[src/rtl/nand_async_pkg.sv]
// Shared types and constants for the async NAND beat sequencer.
// Op codes, FSM states and default strobe timing.
package nand_async_pkg;

  typedef enum logic [1:0] {
    OP_CMD  = 2'd0,
    OP_ADDR = 2'd1,
    OP_WR   = 2'd2,
    OP_RD   = 2'd3
  } op_e;

  typedef enum logic [2:0] {
    S_IDLE,
    S_SETUP,
    S_LOW,
    S_HIGH,
    S_CE_GAP
  } state_e;

  localparam int unsigned T_WP_DEF = 3;
  localparam int unsigned T_WH_DEF = 2;
  localparam int unsigned T_CS_DEF = 2;

  typedef struct packed {
    op_e        op;
    logic [2:0] chip;
    logic       last;
  } beat_t;

  function automatic logic [7:0] cen_of(
    input logic [2:0] chip
  );
    logic [7:0] v;
    v = 8'hFF;
    v[chip] = 1'b0;
    return v;
  endfunction

endpackage

[src/rtl/nand_async_timer.sv]
// Loadable 4-bit down-counter timing one strobe phase.
// A phase loaded with N spans N cycles; done marks the last.
module nand_async_timer (
  input  logic       v_clk0,
  input  logic       v_rstn0,
  input  logic       load,
  input  logic [3:0] value,
  output logic       done
);

  logic [3:0] cnt;

  // count down to zero, reload on request
  always_ff @(posedge v_clk0) begin
    if (!v_rstn0)
      cnt <= 4'd0;
    else if (load)
      cnt <= value;
    else if (cnt != 4'd0)
      cnt <= cnt - 4'd1;
  end

  assign done = (cnt == 4'd1);

endmodule

[src/rtl/nand_async_seq.sv]
// Async-mode NAND beat sequencer: CE#/CLE/ALE setup,
// WE#/RE# low and high phases, read capture, CE# hold.
module nand_async_seq
  import nand_async_pkg::*;
#(
  parameter int unsigned T_WP = T_WP_DEF,
  parameter int unsigned T_WH = T_WH_DEF,
  parameter int unsigned T_CS = T_CS_DEF
) (
  input  logic       v_clk0,
  input  logic       v_rstn0,
  input  logic       req_valid,
  output logic       req_ready,
  input  logic [1:0] req_op,
  input  logic [7:0] req_data,
  input  logic [2:0] req_chip,
  input  logic       req_last,
  input  logic       cfg_wp_n,
  output logic       rsp_valid,
  output logic [7:0] rsp_data,
  output logic       v_ctrl_cle,
  output logic       v_ctrl_ale,
  output logic       v_ctrl_wrn,
  output logic       v_ctrl_wpn,
  output logic       v_ctrl_wen,
  output logic       v_ctrl_wen_sel,
  output logic       v_dq_oe_n,
  output logic       v_dqs_oe_n,
  output logic       v_dqs_rst_n,
  output logic [7:0] v_ctrl_cen,
  output logic [7:0] v_wr_data_rise,
  output logic [7:0] v_wr_data_fall,
  input  logic [7:0] v_rd_data_comb
);

  localparam logic [3:0] CS4 = 4'(T_CS);
  localparam logic [3:0] WP4 = 4'(T_WP);
  localparam logic [3:0] WH4 = 4'(T_WH);

  state_e     state;
  beat_t      beat;
  logic       held;
  logic [2:0] held_chip;
  logic       idle_rdy;
  logic       tload;
  logic [3:0] tval;
  logic       done;
  logic       accept;
  logic       req_gap;
  op_e        rop;

  assign rop     = op_e'(req_op);
  assign accept  = req_valid & req_ready;
  assign req_gap = held & (req_chip != held_chip);

  assign req_ready = idle_rdy
                   | ((state == S_HIGH) & done & ~beat.last);

  assign v_ctrl_wen_sel = 1'b1;
  assign v_dqs_oe_n     = 1'b1;
  assign v_dqs_rst_n    = 1'b1;

  nand_async_timer u_timer (
    .v_clk0  (v_clk0),
    .v_rstn0 (v_rstn0),
    .load    (tload),
    .value   (tval),
    .done    (done)
  );

  // phase length to load on each state entry
  always_comb begin
    tload = 1'b0;
    tval  = CS4;
    if (accept) begin
      tload = ~req_gap;
      tval  = CS4;
    end else begin
      unique case (state)
        S_SETUP: begin
          tload = done;
          tval  = WP4;
        end
        S_LOW: begin
          tload = done;
          tval  = WH4;
        end
        S_CE_GAP: begin
          tload = 1'b1;
          tval  = CS4;
        end
        default: begin
          tload = 1'b0;
          tval  = CS4;
        end
      endcase
    end
  end

  // write-protect level follows config one cycle late
  always_ff @(posedge v_clk0) begin
    if (!v_rstn0)
      v_ctrl_wpn <= 1'b0;
    else
      v_ctrl_wpn <= cfg_wp_n;
  end

  // beat sequencer with registered PHY controls
  always_ff @(posedge v_clk0) begin
    if (!v_rstn0) begin
      state          <= S_IDLE;
      beat           <= '{op: OP_CMD, chip: 3'd0, last: 1'b0};
      held           <= 1'b0;
      held_chip      <= 3'd0;
      idle_rdy       <= 1'b0;
      v_ctrl_cen     <= 8'hFF;
      v_ctrl_cle     <= 1'b0;
      v_ctrl_ale     <= 1'b0;
      v_ctrl_wen     <= 1'b1;
      v_ctrl_wrn     <= 1'b1;
      v_dq_oe_n      <= 1'b1;
      v_wr_data_rise <= 8'd0;
      v_wr_data_fall <= 8'd0;
      rsp_valid      <= 1'b0;
      rsp_data       <= 8'd0;
    end else begin
      rsp_valid <= 1'b0;
      if (accept) begin
        beat <= '{op: rop, chip: req_chip, last: req_last};
        idle_rdy       <= 1'b0;
        v_wr_data_rise <= req_data;
        v_wr_data_fall <= req_data;
        if (req_gap) begin
          state      <= S_CE_GAP;
          held       <= 1'b0;
          v_ctrl_cen <= 8'hFF;
          v_ctrl_cle <= 1'b0;
          v_ctrl_ale <= 1'b0;
          v_dq_oe_n  <= 1'b1;
        end else begin
          state      <= S_SETUP;
          held       <= 1'b1;
          held_chip  <= req_chip;
          v_ctrl_cen <= cen_of(req_chip);
          v_ctrl_cle <= (rop == OP_CMD);
          v_ctrl_ale <= (rop == OP_ADDR);
          v_dq_oe_n  <= (rop == OP_RD);
        end
      end else begin
        unique case (state)
          S_SETUP: begin
            if (done) begin
              state <= S_LOW;
              if (beat.op == OP_RD)
                v_ctrl_wrn <= 1'b0;
              else
                v_ctrl_wen <= 1'b0;
            end
          end
          S_LOW: begin
            if (done) begin
              state      <= S_HIGH;
              v_ctrl_wen <= 1'b1;
              v_ctrl_wrn <= 1'b1;
              if (beat.op == OP_RD) begin
                rsp_data  <= v_rd_data_comb;
                rsp_valid <= 1'b1;
              end
            end
          end
          S_HIGH: begin
            if (done) begin
              state    <= S_IDLE;
              idle_rdy <= 1'b1;
              if (beat.last) begin
                held       <= 1'b0;
                v_ctrl_cen <= 8'hFF;
                v_ctrl_cle <= 1'b0;
                v_ctrl_ale <= 1'b0;
                v_dq_oe_n  <= 1'b1;
              end
            end
          end
          S_CE_GAP: begin
            state      <= S_SETUP;
            held       <= 1'b1;
            held_chip  <= beat.chip;
            v_ctrl_cen <= cen_of(beat.chip);
            v_ctrl_cle <= (beat.op == OP_CMD);
            v_ctrl_ale <= (beat.op == OP_ADDR);
            v_dq_oe_n  <= (beat.op == OP_RD);
          end
          default: begin
            idle_rdy <= 1'b1;
          end
        endcase
      end
    end
  end

endmodule

[config.mk]
export PLATFORM = sky130hd
export DESIGN_NAME = nand_async_seq
export DESIGN_NICKNAME = d
export VERILOG_FILES = /design/src/rtl/nand_async_pkg.sv /design/src/rtl/nand_async_timer.sv /design/src/rtl/nand_async_seq.sv
export SDC_FILE = /design/constraint.sdc
export NUM_CORES = 1
export LEC_CHECK = 0
export ABC_CLOCK_PERIOD_IN_PS = 3900
export CAP_MARGIN = 5
export CORE_AREA = 5 5 81 83
export CTS_BUF_LIST = sky130_fd_sc_hd__clkbuf_8
export DETAILED_ROUTE_END_ITERATION = 12
export DIE_AREA = 0 0 86 88
export HOLD_SLACK_MARGIN = 0.05
export MAX_ROUTING_LAYER = met4
export PLACE_DENSITY = 0.72
export SLEW_MARGIN = 0
export SYNTH_ARGS = -nofsm -noshare
export SYNTH_HDL_FRONTEND = slang
export SYNTH_HIERARCHICAL = 1
export SYNTH_SLANG_ARGS = --single-unit
export TNS_END_PERCENT = 50
[constraint.sdc]
create_clock -name v_clk0 -period 3.9 [get_ports v_clk0]
set_input_delay 0.39 -clock v_clk0 [delete_from_list [all_inputs] [get_ports v_clk0]]
set_output_delay 0.39 -clock v_clk0 [all_outputs]
set_load 0.005 [all_outputs]
# ---- After elaboration in Yosys (flattened, before gate mapping)
# Cells that the tools add are included.
dict set report totals {
  regBits 49
  inputBits 26
  output_inout_bits 43
  elab_cells 127
}
dict set report op_classes {
  n_addsub 1
  order_cmp 4
  n_eq_ne 20
  muxes 49
  bitwise 14
  reduce_logical 21
}
# cell n
set ops {}
lappend ops {{2-to-1 mux 8 bit} 4}
lappend ops {{2-to-1 mux 3 bit} 8}
lappend ops {{2-to-1 mux 1 bit} 23}
lappend ops {{inverter 8 bit} 2}
lappend ops {{case mux 1 bit (2 select lines)} 8}
lappend ops {{case mux 8 bit (2 select lines)} 1}
lappend ops {{!= test 2 bit, second input constant} 6}
lappend ops {{!= test 3 bit, second input constant} 4}
lappend ops {{case mux 3 bit (4 select lines)} 1}
lappend ops {{AND reduction 5 bit} 2}
lappend ops {{< comparator 3 x 4 -> 1 bit, second input constant} 2}
lappend ops {{2-to-1 mux 4 bit} 2}
lappend ops {{AND reduction 4 bit} 2}
lappend ops {{inverter 1 bit} 7}
lappend ops {{demux 1 bit (select 3 bit)} 2}
lappend ops {{== test 3 x 2 -> 1 bit, second input constant} 2}
lappend ops {{>= comparator 3 x 1 -> 1 bit, second input constant} 2}
lappend ops {{nonzero test 2 bit} 3}
lappend ops {{nonzero test 5 bit} 1}
lappend ops {{bitwise AND 1 bit} 4}
lappend ops {{== test 2 x 1 -> 1 bit, second input constant} 2}
lappend ops {{== test 2 bit, second input constant} 2}
lappend ops {{== test 4 x 1 -> 1 bit, second input constant} 1}
lappend ops {{zero test 2 bit} 2}
lappend ops {{other kinds (13)} 16}

# ---- Longest topological paths before layout
# Gate-level depths: netlist of the first run.
dict set report logic_depth {
  word_depth 7
  ltp_mapped 11
}

# ---- Cells and area by module
# Netlist of the first run, hierarchy kept.
# mod n_inst cells_per_inst area_per_inst_um2
set by_module_without_submodules {}
lappend by_module_without_submodules {nand_async_seq 1 264 2228.4}
lappend by_module_without_submodules {nand_async_timer 1 27 251.5}

# ---- Worst setup path after synthesis of the first run
# Ideal clock, no wire load.
dict set report synth_timing {
  path_kind {reg-to-reg}
  from {reg u_timer.cnt[1]}
  to {reg u_timer.cnt[2]}
  setup_time_ns 0.115
  t_arrival_ns 2.292
  required_time_ns 3.785
  path_slack_ns 1.493
  stages_incl_launch_ff 10
  synth_period_minus_slack_ns 2.407
  cell_sequence {dfxtp_1 inv_1 ha_1 nor3b_1 nand4b_4 o21a_1 mux2_4 o21ai_0 o31ai_1 and2_1}
}
dict set report synth_via {
  elab_chain_len 7
  word_cells_on_any_way 12
}
# element line_no
set synth_lines {}
lappend synth_lines {{from (decl)} nand_async_timer.sv:11} ;# logic [3:0] cnt;
lappend synth_lines {{from (signal assigned)} nand_async_timer.sv:18} ;# cnt <= value;
lappend synth_lines {{from (signal assigned)} nand_async_timer.sv:20} ;# cnt <= cnt - 4'd1;
lappend synth_lines {{== test 4 x 1 -> 1 bit *} nand_async_timer.sv:23} ;# assign done = (cnt == 4'd1);
lappend synth_lines {{named net done} nand_async_seq.sv:47} ;# logic done;
lappend synth_lines {{bitwise AND 1 bit (2 in a row)} nand_async_seq.sv:57} ;# | ((state == S_HIGH) & done & ~beat.last);
lappend synth_lines {{bitwise OR 1 bit} nand_async_seq.sv:57}
lappend synth_lines {{bitwise AND 1 bit} nand_async_seq.sv:53} ;# assign accept = req_valid & req_ready;
lappend synth_lines {{2-to-1 mux 1 bit *} nand_async_seq.sv:75} ;# if (accept) begin
lappend synth_lines {{named net tload} nand_async_seq.sv:45} ;# logic tload;
lappend synth_lines {{2-to-1 mux 4 bit or nonzero test 2 bit (tied branches)} -}
# The timed path passes the listed nets; every way through them passes the cells marked *. The select of a mux whose other input is x is not followed.
# A chain may end at the register's enable or synchronous reset.

# ---- Worst setup path in the final report of the first run
dict set report layout_timing {
  from {reg u_timer.cnt[1]}
  to {out req_ready}
}
dict set report layout_via {
  elab_chain_len 4
}
# element line_no
set layout_lines {}
lappend layout_lines {{== test 4 x 1 -> 1 bit} nand_async_timer.sv:23}
lappend layout_lines {{named net done} nand_async_seq.sv:47}
lappend layout_lines {{bitwise AND 1 bit (2 in a row)} nand_async_seq.sv:57}
lappend layout_lines {{bitwise OR 1 bit} nand_async_seq.sv:57}
lappend layout_lines {{to (decl)} nand_async_seq.sv:13} ;# output logic req_ready,
# The timed path passes the listed nets, and every way through them passes these cells.

==> results.md, run 1 <==
- Max Slew Vio Count: 0
- Critical Path RT: 3.51 ns
- H-Tree Level Count: 2
- Endpoints failing hold: 0
- Final setup margin: 0.8146 ns
- CP Max Fanout: 7
- Status: finished clean
- Ant. Diodes: 0
- Post-route ant nets: 0
- Initial Utilization: 42.90%
- Die height: 88 µm
- Dpl hpwl: 4532 µm
- Ys async rst share: 0%
- Post-synthesis sequential area ratio: 39.56%
- Max-Cap Viols: 0
- Commonest cells after routing, fill and taps aside: clkdlybuf4s50_1 (65), dfxtp_1 (49), nand2_1 (39)
- Fin crit period: 3.085 ns
- Drt wl/cell: 15.04 µm
- Worst Hold Class: register to register
- Fin crit share: 79.11%
- Number of buffers created by CTS: 5
- Area leader, netlist: dfxtp_1
- Final Skew: 0.01181 ns
- Worst path slowest cell: nor3b_1
- RSZ-0062 raised after global routing: false
- Largest net degree at the start of global routing: 22
- Mapped cell area: 2480 µm²
- Clock group share of total power: 27.2%
- Post-Route Utilization: 55.50%
- NumNets Final: 371
- Core Box Area: 5781 µm²
- Layout area overhead: 29.36%
- Worst R2R End: u_timer/cnt[2]
- Top FF cell, synth: dfxtp_1
- Ranking of synthesized cells by area: dfxtp_1 (40%), nand2_1 (5.9%), a21oi_1 (5.0%), buf_4 (3.3%), mux2i_1 (3.2%)
- Clock buffer depth: 2
- Critical path cell sequence: inv_1 -> ha_1 -> nor3b_1 -> and4b_1 -> a21oi_1 -> inv_1 -> clkdlybuf4s50_1
- Vias in the first global route: 2217
- Psw: 0.4214 mW
- TritonCTS Sinks: 49
- Die outline width: 86 µm
- Most used cell, CP: inv_1
- Via count: 2294
- Worst Setup Start Kind: register
- Die area: 7568 µm²
- Post-CTS setup buffers: 0
- Worst slew pin tran: 0.7550 ns
- Mapped Avg Cell Area: 8.522 µm²
- CP max stage delay: 0.54 ns
- Post-synth top area share: 39.56%
- Max transition margin: 48.96%
- GR Util All Layers: 17.44%
- Setup TNS Final: 0 ns
- Hold Path End: v_wr_data_fall[6]
- Clk Latency, worst-skew pair: 0.31 ns
- First-pass GRT wire length: 10390 µm
- # IOs: 69
- Post-Route WL: 6285 µm
- PortBufs: 65
- Power share of the sequential group: 44.6%
- P per Cell Area: 426.6 nW/µm²
- Initial DRC Count: 208
- Peak Freq: 324.1 MHz
- Worst-path clk slew: 0.10 ns
- Reg-to-reg startpoint: u_timer/cnt[1]
- Worst Setup End Kind: primary output
- Vias/cell: 5.488
- Pre-CTS setup slack: 1.062 ns
- Post-synthesis cell type count: 52
- Hold Crit Start: v_wr_data_fall[6]
- Hold slack: 0.4676 ns
- Post-synth EDFFs: 0
- Antenna violations before repair: 0
- Combinational power share: 28.3%
- Cell internal pwr: 0.9470 mW
- GRT overflow: 0
- Worst r2r path cells: 9
- TritonRoute pass-1 iters: 4
- Switching Share: 30.80%
- Share of layout cells above drive strength 1: 7.289%
- Worst Path Arrival: 2.70 ns
- Yosys warning count: 6
- Most common cell after layout, fill and taps aside: clkdlybuf4s50_1
- Leakage power: 1.237 nW
- Residual DRC count: 0
- Final Wtd Congestion: 0.8570
- Clk root buf: clkbuf_8
- Post-Synthesis Cells: 291
- CTS tree: yes
- Peak VDD IR: 0.1960 mV
- WHS Path Cells: 2
- R2R Setup Slk: 1.02 ns
- Post-cts gate resize count: 0
- Cts hold-fix bufs: 0
- Final setup viols: 0
- Rows: 28
- WS Path Type: register to primary output
- #FFs+latches synth: 49
## final cells by class
| type | instances | area, µm² |
|---|---|---|
| clock buffer | 5 | 68.82 |
| inverter | 5 | 18.77 |
| timing repair buffer | 69 | 680.7 |
| clock inverter | 3 | 43.79 |
| fill | 562 | 2572 |
| tap | 75 | 93.84 |
| sequential | 49 | 980.9 |
| multi-input combinational | 212 | 1321 |
## worst max-delay path, delay by kind of cell (launching register included)
family                     cells  cell delay (ns)
adders and majority gates      1             0.16
AOI/OAI and AO/OA              1             0.21
DFF                            1             0.34
buffers and inverters          3             0.70
and+or+nand+nor                2             0.99
## synthesized netlist by cell type (2+ instances only)
library cell	count
o21ai_0	14
clkbuf_1	4
nor4_1	6
o21a_1	2
o211ai_1	4
or3_1	3
o31ai_1	3
a211oi_1	4
nor4b_1	3
buf_4	11
o221a_2	2
nand2_1	39
nand2b_1	6
a211o_1	2
nor3_1	6
and2_1	5
nor2b_1	4
xor2_1	4
dfxtp_1	49
nand3b_1	2
buf_2	13
nor2_1	11
conb_1	2
mux2i_1	8
nor3b_1	3
nand3_1	10
a31oi_1	10
xnor2_1	3
a21oi_1	25
o21ai_2	2
mux2_2	2
inv_1	4
mux2_1	3
nand4_1	2
ha_1	3
## through the flow
stage	instances	total power [mW]	area [µm²]
3_5_place_dp	410	1.006	3095
2_1_floorplan	295	0.8637	2495
5_1_grt	418	1.449	3208
3_3_place_gp	410	0.9886	3095
4_1_cts	418	1.375	3208
6_report	418	1.368	3208
## cells by family (layout without fill, tap and decap cells)
kind of cell    Yosys count  in the layout  share of synthesized area (%)
fa+ha+maj                 3              3                          1.514
compound gates           75             75                          19.12
flops                    49             49                          39.56
simple gates            107            107                          23.16
mux                      14             14                          6.105
buf+inv                  34             82                          7.769
other cells               2              6                         0.3028
xor+xnor                  7              7                          2.472
## worst max path at each step
stage	from	end	slack, ns	cells after the start
after detailed placement	u_timer/cnt[1]	u_timer/cnt[2]	1.06	9
after CTS	u_timer/cnt[1]	req_ready	0.83	7
after floorplan	u_timer/cnt[1]	u_timer/cnt[2]	1.49	9
final	u_timer/cnt[1]	req_ready	0.81	7
after global placement	u_timer/cnt[1]	u_timer/cnt[2]	1.16	9
after global routing	u_timer/cnt[1]	req_ready	0.63	7
## registers in the layout, summed over array words and instances, names as in the netlist
signal and cells:
beat 6, held 1, held_chip 3, idle_rdy 1
rsp_data 8, rsp_valid 1, state 3, u_timer/cnt 4
v_ctrl_ale 1, v_ctrl_cen 8, v_ctrl_cle 1, v_ctrl_wen 1
v_ctrl_wpn 1, v_ctrl_wrn 1, v_dq_oe_n 1, v_wr_data_fall 8
## power by group through the flow
stage / clock network [mW] / registers [mW] / logic [mW]
after global placement: 0 / 0.616 / 0.373
final: 0.372 / 0.610 / 0.387
after floorplan: 0 / 0.604 / 0.260
after detailed placement: 0 / 0.621 / 0.385
after global routing: 0.398 / 0.621 / 0.430
after CTS: 0.377 / 0.610 / 0.388
## per-layer routing
metal / part of all wire [%] / global-route usage [%] / up-vias
met5: 0 / - / -
met4: 1.6 / 5.036 / 0
met3: 7.1 / 3.951 / 9
met2: 47 / 28.17 / 96
met1: 45 / 21.83 / 1057
li1: - / - / 1132
No activity file was read; power rests on OpenSTA's default activity.
==> inputs of run 2 (changes only) <==
--- a/config.mk
+++ b/config.mk
@@ -5,7 +5,7 @@
 export SDC_FILE = /design/constraint.sdc
 export NUM_CORES = 1
 export LEC_CHECK = 0
-export ABC_CLOCK_PERIOD_IN_PS = 3900
+export ABC_CLOCK_PERIOD_IN_PS = 2780
 export CAP_MARGIN = 5
 export CORE_AREA = 5 5 81 83
 export CTS_BUF_LIST = sky130_fd_sc_hd__clkbuf_8
@@ -13,7 +13,7 @@
 export DIE_AREA = 0 0 86 88
 export HOLD_SLACK_MARGIN = 0.05
 export MAX_ROUTING_LAYER = met4
-export PLACE_DENSITY = 0.72
+export PLACE_DENSITY = 0.74
 export SLEW_MARGIN = 0
 export SYNTH_ARGS = -nofsm -noshare
 export SYNTH_HDL_FRONTEND = slang
==> constraint.sdc (replaced) <==
create_clock -name v_clk0 -period 2.78 [get_ports v_clk0]
set_input_delay 0.278 -clock v_clk0 [delete_from_list [all_inputs] [get_ports v_clk0]]
set_output_delay 0.278 -clock v_clk0 [all_outputs]
set_load 0.005 [all_outputs]
==> results.md, run 2 (synthesized netlist as in run 1, its figures left out) <==
- Status: finished clean
- Final Skew: 0.009960 ns (-0.001855 ns)
- Vias in the first global route: 2009 (-9.4%)
- Worst Path Arrival: 2.29 ns (-0.41 ns)
- GR Util All Layers: 15.95% (-1.5 points)
- Top Registers: rsp_data x8, v_ctrl_cen x8, v_wr_data_fall x8
- Drt wl/cell: 13.79 µm (-8.3%)
- Core Box Area: 5781 µm² (unchanged)
- Most common cell after layout, fill and taps aside: clkdlybuf4s50_1
- Post-Route WL: 5833 µm (-7.2%)
- Cts hold-fix bufs: 0 (unchanged)
- TritonCTS Sinks: 49 (unchanged)
- WS Path Type: register to primary output
- CP Max Fanout: 7 (unchanged)
- Max transition margin: 52.28% (+3.3 points)
- Fin crit share: 92.41%
- Die area: 7568 µm² (unchanged)
- Worst Hold Class: register to register
- Clock buffer depth: 2 (unchanged)
- Layout area overhead: 30.12%
- Initial Utilization: 42.90% (unchanged)
- Die height: 88 µm (unchanged)
- H-Tree Level Count: 2 (unchanged)
- Peak VDD IR: 0.3201 mV (+63%)
- Final Wtd Congestion: 0.8473 (-1.1%)
- Max-Cap Viols: 0 (unchanged)
- Worst-path clk slew: 0.09 ns (about the same)
- Die outline width: 86 µm (unchanged)
- First-pass GRT wire length: 9418 µm (-9.4%)
- Max Slew Vio Count: 0 (unchanged)
- Post-route ant nets: 0 (unchanged)
- NumNets Final: 376 (+1.3%)
- Ant. Diodes: 0 (unchanged)
- # IOs: 69 (unchanged)
- Vias/cell: 5.239 (-4.5%)
- Peak Freq: 389.3 MHz
- Setup TNS Final: 0 ns (unchanged)
- RSZ-0062 raised after global routing: false
- Antenna violations before repair: 0 (unchanged)
- Placed inst area: 3133 µm² (+1.2%)
- Number of buffers created by CTS: 5 (unchanged)
- Final setup viols: 0 (unchanged)
- CTS tree: yes
- Post-CTS setup buffers: 0 (unchanged)
- Endpoints failing hold: 0 (unchanged)
- Residual DRC count: 0 (unchanged)
- Clk root buf: clkbuf_8
- TritonRoute pass-1 iters: 4 (unchanged)
- Initial DRC Count: 124 (-40%)
- P per Cell Area: 565.8 nW/µm² (+33%)
- Leakage power: 1.248 nW (+0.88%)
- Rows: 28 (unchanged)
- Clk Latency, worst-skew pair: 0.31 ns (about the same)
- Hold slack: 0.4662 ns (-0.001393 ns)
- Largest net degree at the start of global routing: 28 (+27%)
- Post-cts gate resize count: 0 (unchanged)
- Worst slew pin tran: 0.7058 ns (-0.04917 ns)
- Dpl hpwl: 4336 µm (-4.3%)
- Critical Path RT: 2.50 ns (-1.01 ns)
- Via count: 2216 (-3.4%)
- GRT overflow: 0 (unchanged)
- Fin crit period: 2.569 ns
- Share of layout cells above drive strength 1: 8.908% (+1.6 points)
- Post-Route Utilization: 55.82% (+0.32 points)
- Commonest cells after routing, fill and taps aside: clkdlybuf4s50_1 (65), dfxtp_1 (49), nand2_1 (39)
- Worst Setup End Kind: primary output
- Final instance area: 3227 µm² (+0.58%)
- PortBufs: 65 (unchanged)
- Worst Setup Start Kind: register
## run 2: changes by cell type in the layout (fill, tap and decap cells not counted)
cell        delta
a21oi_2        +1
bufinv_16      -1
buf_4          +5
clkinvlp_4     +1
a21oi_1        -1
## run 2: final timing paths
path,slack (ns),cells after the start,endpoint,startpoint
max,0.21,8,req_ready,u_timer/cnt[1]
min,0.47,2,v_wr_data_fall[1],v_wr_data_fall[1]
max reg2reg,0.38,10,u_timer/cnt[2],u_timer/cnt[1]
min reg2reg,0.47,2,v_wr_data_fall[1],v_wr_data_fall[1]
## run 2: layout make-up
class	count	area, µm²
clock buffers	5	68.82
fillers	569	2554
repair buffers	74	718.2
well taps	75	93.84
clock inverters	3	21.27
inverters	5	18.77
flip-flops and latches	49	980.9
multi-input cells	212	1325
## run 2: metal layers
layer  track usage (%)  part of all wire, %
met5                 -                    0
met4             4.173                  1.1
met3             3.481                  5.3
met2             25.79                   46
met1             20.18                   47
## run 2: worst max-delay path: stages (launching register included)
cell and delay [ns]:
dfxtp_1 0.35, inv_1 0.09, ha_1 0.18, nor3b_1 0.13, buf_4 0.16, and4b_1 0.26
a21oi_2 0.31, inv_1 0.08, clkdlybuf4s50_1 0.45
## run 2: stage by stage
| step | instances | power, mW | setup WS (ns) |
|---|---|---|---|
| 3_5_place_dp | 415 | 1.414 | 0.3697 |
| 2_1_floorplan | 295 | 1.212 | 0.3731 |
| 3_3_place_gp | 415 | 1.405 | 0.4420 |
| 5_1_grt | 423 | 1.935 | 0.02091 |
| 4_1_cts | 423 | 1.839 | 0.07061 |
| 6_report | 423 | 1.826 | 0.2111 |
## run 2: where the power goes
group          internal [mW]  leakage, nW  switching [mW]
clock network          0.179       0.0445           0.245
logic                  0.293        0.803           0.256
registers              0.778        0.400          0.0743
total                   1.25         1.25           0.576
==> inputs of run 3 (changes only) <==
--- a/config.mk
+++ b/config.mk
@@ -7,13 +7,13 @@
 export LEC_CHECK = 0
 export ABC_CLOCK_PERIOD_IN_PS = 2780
 export CAP_MARGIN = 5
-export CORE_AREA = 5 5 81 83
+export CORE_AREA = 5 5 104 106
 export CTS_BUF_LIST = sky130_fd_sc_hd__clkbuf_8
 export DETAILED_ROUTE_END_ITERATION = 12
-export DIE_AREA = 0 0 86 88
+export DIE_AREA = 0 0 109 111
 export HOLD_SLACK_MARGIN = 0.05
 export MAX_ROUTING_LAYER = met4
-export PLACE_DENSITY = 0.74
+export PLACE_DENSITY = 0.48
 export SLEW_MARGIN = 0
 export SYNTH_ARGS = -nofsm -noshare
 export SYNTH_HDL_FRONTEND = slang
==> results.md, run 3 (synthesized netlist as in run 1, its figures left out) <==
- Final Skew: 0.007522 ns (-0.002438 ns)
- DP Cell Count: 478 (+15%)
- Setup TNS Final: 0 ns (unchanged)
- Rows: 36 (+29%)
- Most used cell, CP: inv_1
- WS Path Type: register to primary output
- Initial DRC Count: 90 (-27%)
- Worst path slowest cell: clkdlybuf4s50_1
- Drt wl/cell: 14.21 µm (+3.1%)
- Leakage power: 1.274 nW (+2.1%)
- Max transition margin: 46.89% (-5.4 points)
- Fin crit share: 90.67% (-1.7 points)
- Status: finished clean
- GR Util All Layers: 11.70% (-4.2 points)
- TritonRoute pass-1 iters: 4 (unchanged)
- Residual DRC count: 0 (unchanged)
- PortBufs: 65 (unchanged)
- CP Max Fanout: 7 (unchanged)
- Critical Path RT: 2.50 ns (about the same)
- CP max stage delay: 0.45 ns (about the same)
- Cts hold-fix bufs: 0 (unchanged)
- Final setup viols: 0 (unchanged)
- Initial Utilization: 25.61% (-17 points)
- Dpl hpwl: 5068 µm (+17%)
- # IOs: 69 (unchanged)
- Clk Latency, worst-skew pair: 0.31 ns (about the same)
- Critical path cell sequence: inv_1 -> ha_1 -> nor3b_1 -> buf_4 -> and4b_1 -> a21oi_2 -> inv_1 -> clkdlybuf4s50_1
- Max-Cap Viols: 0 (unchanged)
- Peak VDD IR: 0.2395 mV (-25%)
- Die outline width: 109 µm (+27%)
- Cell internal pwr: 1.257 mW (+0.62%)
- Worst-path clk slew: 0.10 ns (about the same)
- CTS tree: yes
- TritonCTS Sinks: 49 (unchanged)
- First-pass GRT wire length: 11040 µm (+17%)
- Share of layout cells above drive strength 1: 10.20% (+1.3 points)
- Worst slew pin tran: 0.7855 ns (+0.07970 ns)
- Top Registers: rsp_data x8, v_ctrl_cen x8, v_wr_data_fall x8
- Die area: 12100 µm² (+60%)
- Post-route ant nets: 0 (unchanged)
- Final Wtd Congestion: 0.8377 (-1.1%)
- Peak Freq: 396.7 MHz (+1.9%)
- Non-filler cells, final: 486 (+15%)
- RSZ-0062 raised after global routing: false
- Via count: 2252 (+1.6%)
- Most common cell after layout, fill and taps aside: clkdlybuf4s50_1
- Worst Path Arrival: 2.24 ns (-0.05 ns)
- Layout area overhead: 34.56%
- Psw: 0.6016 mW (+4.5%)
- Clock group share of total power: 23.4% (+0.2 points)
- Post-Route WL: 6907 µm (+18%)
- Ant. Diodes: 0 (unchanged)
- Vias/cell: 4.634 (-12%)
- Clock buffer depth: 2 (unchanged)
- Antenna violations before repair: 0 (unchanged)
- Worst Setup End Kind: primary output
- Max Slew Vio Count: 0 (unchanged)
- Switching Share: 32.36% (+0.81 points)
- Core Box Area: 9684 µm² (+68%)
- Worst Hold Class: register to register
- Endpoints failing hold: 0 (unchanged)
- GRT overflow: 0 (unchanged)
- Number of buffers created by CTS: 5 (unchanged)
- Power share of the sequential group: 45.6% (-1.1 points)
- FILL cells: 1018 (+79%)
- Largest net degree at the start of global routing: 28 (unchanged)
- Vias in the first global route: 2124 (+5.7%)
- Worst Setup Start Kind: register
- Fin crit period: 2.521 ns (-0.04824 ns)
- P per Cell Area: 557.1 nW/µm² (-1.5%)
- Clk root buf: clkbuf_8
- NumNets Final: 381 (+1.3%)
- Commonest cells after routing, fill and taps aside: clkdlybuf4s50_1 (65), dfxtp_1 (49), nand2_1 (39)
- H-Tree Level Count: 2 (unchanged)
- Combinational power share: 31.0% (+0.9 points)
- Die height: 111 µm (+26%)
## run 3: final timing paths
check	start	to	slack, ns	cells past startpoint
worst max-delay path	u_timer/cnt[1]	req_ready	0.26	8
worst min-delay path	v_wr_data_fall[6]	v_wr_data_fall[6]	0.47	2
worst max register to register	u_timer/cnt[1]	u_timer/cnt[2]	0.35	10
worst min register to register	v_wr_data_fall[6]	v_wr_data_fall[6]	0.47	2
## run 3: per-stage QoR
stage,hold WS [ns],util [%],worst slack [ns],instance area [µm²],power [mW]
2_1_floorplan,0.3997,-,0.3731,2495,1.212
6_report,0.4718,34.46,0.2593,3337,1.859
3_5_place_dp,0.4641,33.49,0.3326,3243,1.436
5_1_grt,0.4999,34.46,0.07083,3337,1.982
3_3_place_gp,0.4539,33.49,0.4085,3243,1.434
4_1_cts,0.4785,34.42,0.08680,3333,1.887
## run 3: final cells by class
cell class	count	area (µm²)	share of cell area, %
Inverter	5	18.77	0.5624
Multi-Input combinational cell	212	1325	39.71
Timing Repair Buffer	79	755.7	22.65
Clock buffer	5	68.82	2.062
Tap cell	133	166.4	4.987
Sequential cell	49	980.9	29.40
Clock inverter	3	21.27	0.6374
## run 3: power groups by stage
stage / Clock, mW / Sequential (mW) / Combinational (mW)
2_1_floorplan: 0 / 0.847 / 0.365
3_3_place_gp: 0 / 0.862 / 0.572
3_5_place_dp: 0 / 0.863 / 0.574
4_1_cts: 0.462 / 0.846 / 0.579
5_1_grt: 0.487 / 0.860 / 0.634
6_report: 0.435 / 0.848 / 0.576
## run 3: repair_timing
action                     in CTS  in global routing
setup buffers                   0                  0
setup endpoints to repair       0                  1
gates resized for setup         0                  1
## run 3: worst max-delay path, delay by kind of cell, from the launching register on
| kind | cells | cell delay (ns) |
|---|---|---|
| simple gates | 2 | 0.33 |
| compound gates | 1 | 0.30 |
| flops | 1 | 0.36 |
| fa+ha+maj | 1 | 0.18 |
| buf+inv | 4 | 0.77 |
## run 3: routing by layer
layer / track usage [%] / part of all wire, %
met1: 15.19 / 47
met2: 17.73 / 46
met3: 2.621 / 5.2
met4: 4.209 / 2.0
met5: - / 0
